<file path="config.mk">
export PLATFORM = sky130hd
export DESIGN_NAME = des_dec_keysched
export DESIGN_NICKNAME = d
export VERILOG_FILES = /design/src/rtl/des_dec_keysched.sv
export SDC_FILE = /design/constraint.sdc
export NUM_CORES = 1
export LEC_CHECK = 0
export ABC_CLOCK_PERIOD_IN_PS = 3200
export CAP_MARGIN = 20
export CORE_ASPECT_RATIO = 0.7
export CORE_UTILIZATION = 45
export CTS_BUF_LIST = sky130_fd_sc_hd__clkbuf_8 sky130_fd_sc_hd__clkbuf_16
export CTS_CLUSTER_SIZE = 40
export DETAILED_ROUTE_END_ITERATION = 8
export PLACE_DENSITY = 0.78
export SYNTH_ARGS = -nofsm -noshare
export SYNTH_HDL_FRONTEND = slang
export SYNTH_SLANG_ARGS = --single-unit
</file>
<file path="constraint.sdc">
create_clock -name clk -period 3.2 [get_ports clk]
set_input_delay 0.8 -clock clk [delete_from_list [all_inputs] [get_ports clk]]
set_output_delay 0.8 -clock clk [all_outputs]
set_load 0.05 [all_outputs]
</file>
<file path="src/rtl/des_dec_keysched.sv">
// DES key schedule for decryption: presents K16..K1 one per handshake,
// decoding each subkey combinationally from right-rotating C/D registers.
module des_dec_keysched (
    input  logic        clk,
    input  logic        rst,
    input  logic        start,
    input  logic [63:0] key,
    input  logic        next,
    output logic [47:0] subkey,
    output logic [3:0]  round,
    output logic        subkey_valid,
    output logic        busy,
    output logic        done
);

    typedef enum logic {IDLE, EMIT} state_t;

    localparam int unsigned PC1 [56] = '{
        57, 49, 41, 33, 25, 17,  9,
         1, 58, 50, 42, 34, 26, 18,
        10,  2, 59, 51, 43, 35, 27,
        19, 11,  3, 60, 52, 44, 36,
        63, 55, 47, 39, 31, 23, 15,
         7, 62, 54, 46, 38, 30, 22,
        14,  6, 61, 53, 45, 37, 29,
        21, 13,  5, 28, 20, 12,  4
    };

    localparam int unsigned PC2 [48] = '{
        14, 17, 11, 24,  1,  5,
         3, 28, 15,  6, 21, 10,
        23, 19, 12,  4, 26,  8,
        16,  7, 27, 20, 13,  2,
        41, 52, 31, 37, 47, 55,
        30, 40, 51, 45, 33, 48,
        44, 49, 39, 56, 34, 53,
        46, 42, 50, 36, 29, 32
    };

    state_t      state, state_n;
    logic [27:0] c, d, c_n, d_n;
    logic [3:0]  round_n;
    logic        done_n;
    logic [55:0] pc1_key;
    logic        one_step;
    logic        parity_unused;

    // DES bit n of a W-bit vector lives at index W-n.
    for (genvar i = 0; i < 56; i++) begin : g_pc1
        assign pc1_key[55-i] = key[64-PC1[i]];
    end

    for (genvar i = 0; i < 48; i++) begin : g_pc2
        if (PC2[i] <= 28) begin : g_c
            assign subkey[47-i] = c[28-PC2[i]];
        end else begin : g_d
            assign subkey[47-i] = d[56-PC2[i]];
        end
    end

    assign parity_unused = ^{key[56], key[48], key[40], key[32],
                             key[24], key[16], key[8],  key[0]};

    // Undoing encryption shift s(r+1); single steps for rounds 1, 2, 9, 16.
    assign one_step = (round == 4'd0) || (round == 4'd1) ||
                      (round == 4'd8) || (round == 4'd15);

    always_comb begin
        state_n = state;
        c_n     = c;
        d_n     = d;
        round_n = round;
        done_n  = 1'b0;
        case (state)
            IDLE: begin
                if (start) begin
                    c_n     = pc1_key[55:28];
                    d_n     = pc1_key[27:0];
                    round_n = 4'd15;
                    state_n = EMIT;
                end
            end
            EMIT: begin
                if (next) begin
                    if (round == 4'd0) begin
                        state_n = IDLE;
                        done_n  = 1'b1;
                    end else begin
                        if (one_step) begin
                            c_n = {c[0], c[27:1]};
                            d_n = {d[0], d[27:1]};
                        end else begin
                            c_n = {c[1:0], c[27:2]};
                            d_n = {d[1:0], d[27:2]};
                        end
                        round_n = round - 4'd1;
                    end
                end
            end
            default: state_n = IDLE;
        endcase
    end

    always_ff @(posedge clk) begin
        if (rst) begin
            state <= IDLE;
            c     <= '0;
            d     <= '0;
            round <= '0;
            done  <= 1'b0;
        end else begin
            state <= state_n;
            c     <= c_n;
            d     <= d_n;
            round <= round_n;
            done  <= done_n;
        end
    end

    assign subkey_valid = (state == EMIT);
    assign busy         = (state == EMIT);

endmodule

</file>
==> impl_metrics.toml <==
[cts]
cts_resized = 0
holdBufCountCts = 0
clk_latency_ps = 320
ctsRootBufferMaster = "clkbuf_16"
clock_sinks = 62
clk_path_buf_depth = 2
cts-buffers-inserted = 9
path_clk_slew_ps = 50
cts_tree = "done"
cts-htree-levels = 3
cts_setup_buffers = 0

[detailed_routing]
first_iter_violations = 322
vias = 4097
postRouteAntennaNets = 0
routed_wl_mm = 11.23
remaining_drc_errors = 0
avgRoutedWirePerCell_um = 16.37
vias_per_cell = 5.972
drtPass1Iterations = 5

[setup_path]
r2r_start = "round[0]"
path_buf_inv = 1
worst-path-max-fanout = 9
rr_worst_depth = 7
endpoint = "round[2]"
worstSetupStartpoint = "round[2]"
r2r_end = "c[25]"
path_depth = 1
critPathKind = "reg2out"
crit_path_top_delay_cell = "clkdlybuf4s50_1"
start_kind = "flop"
worstPathRequired_ps = 2400
rrSetupSlack_ps = 870
slowest_delay_ps = 870
cp_cell_sequence = "clkdlybuf4s50_1"
endpoint_kind = "primary output"
cp.arrival_ps = 1680
path_delay_family = "buffers and inverters"

[synth]
yosysWarnings = 0
yosys.area.top_type = "dfxtp_1"
synth_cell_types = 29
ys_ff_latch = 62
syn_area_per_cell_sq_um = 7.376
async_reset_ff_share_pct = 0
synth_top_area_share_pct = 31.51
postSynthNetCount = 605
ys.flop_type = "dfxtp_1"
yosys-top-cells-area = "dfxtp_1 (32%), a31o_2 (12%), nand2_1 (11%)"
synth_edf_count = 0
synth.yosys.seq_area_share_pct = 31.51
netlist_area_sq_um = 3939
synthCells = 534

[die]
coreArea_sq_um = 8478
initial_utilization_pct = 46.46
io_pins = 123
die_area_sq_um = 9137
rows = 28
die_x_um = 113.8
die_h_um = 80.28

[sta]
clock_skew_ps = 6.566
worstMarginPinSlew_ps = 999.5
fmaxAchievable_mhz = 403.4
holdWs_ps = 485.7
hold_violations = 0
finalMaxSlewViolations = 0
rsz0062_at_grt = "no"
min_period_over_period_pct = 77.47
setup_violations = 0
fin_setup_tns_ps = 0
slew_headroom_pct = 33.37
period_minus_slack_ps = 2479

[placed_design]
io_buffers = 114
dp_hpwl_mm = 6.942
dp_cells = 671
placed_area_sq_um = 4691
globalplace.congestion = 0.8184

[finish]
drive_above_1_share_pct = 15.37
antenna_cells = 0
fin_cells = 686
fin_nets = 633
finalInstanceArea_sq_um = 4981
area_delta_synth_final_pct = 26.46

[global_route]
grt_pass1_vias = 3676
overflow = 0
antenna_found_initial = 0
grt_max_degree = 57
grt_pass1_wl_mm = 17.99
grt_use_total_pct = 24.48

[power]
peakVddDrop_mv = 0.2429
cellLeakagePower_uw = 0.001751
power_density_nw_per_um2 = 549.5

[worst_hold_path]
hold_path.class = "reg2reg"
whs_path_depth = 2
min_from = "d[13]"

[status]
status = "complete, no violations"

[job]
max-cap-violations = 0
## Yosys cell counts (all sizes together), types with 3 or more instances
cell type  count
a31oi         57
nor3           3
a21oi         57
a31o          56
dfxtp         62
ha             3
nand2        116
clkbuf        30
buf           75
o21ai         56
## cell usage in the layout (no fill, tap or decap), types with 2 or more instances in the layout
master,count
nand2_1,115
clkdlybuf4s50_1,113
buf_12,3
a31oi_1,57
dfxtp_1,62
a31o_2,56
nor3_1,3
a211oi_1,2
clkbuf_16,9
o21ai_0,56
ha_1,3
inv_1,3
buf_4,5
a21oi_1,57
clkinv_2,2
## flip-flops by register name, indices dropped and copies added, names as in the netlist
name,count
done,1
d,28
c,28
busy,1
round,4
## cell families after synthesis
kind of cell / Yosys count / share of synthesized area (%)
xor+xnor: 1 / 0.2224
fa+ha+maj: 3 / 0.9531
flops: 62 / 31.51
buf+inv: 107 / 17.06
simple gates: 129 / 13.18
compound gates: 232 / 37.07
## layer usage
layer	GRT usage (%)	up-vias	wire, um
li1	-	1923	-
met4	7.143	0	118
met5	0	-	0
met2	37.38	219	4936
met3	5.660	15	918
met1	34.24	1940	5257
## final cells by class
cell class                      instances  area, sq um
Sequential cell                        62         1241
Tap cell                              120        150.1
Inverter                                2        7.507
Clock buffer                           10        239.0
Multi-Input combinational cell        365         2058
Clock inverter                          5        51.30
Timing Repair Buffer                  122         1234
Fill cell                             785         3497
## worst min-delay path: stages, from the launching register on
cell,delay [ps]
dfxtp_1,310
o21ai_0,70
a21oi_1,60
## power by group
group	internal [uW]	switching, uW
Combinational	326	529
Sequential	850	85.8
Clock	613	333
Total	1790	948
## through the flow
stage	setup WS (ps)	utilization [%]	total power [uW]
after floorplan	1200	-	1593
after global placement	653.2	55.33	1780
after detailed placement	590.4	55.33	1796
after CTS	705.7	58.75	2744
after global routing	670.3	58.75	2852
final	720.9	58.75	2737
## worst min path at each step
stage	endpoint	slack, ps
CTS	d[12]	490
detailed placement	d[12]	480
global route	c[18]	520
floorplan	c[18]	460
global placement	d[12]	470
finish	d[12]	490
No activity file was read; power rests on OpenSTA's default activity.
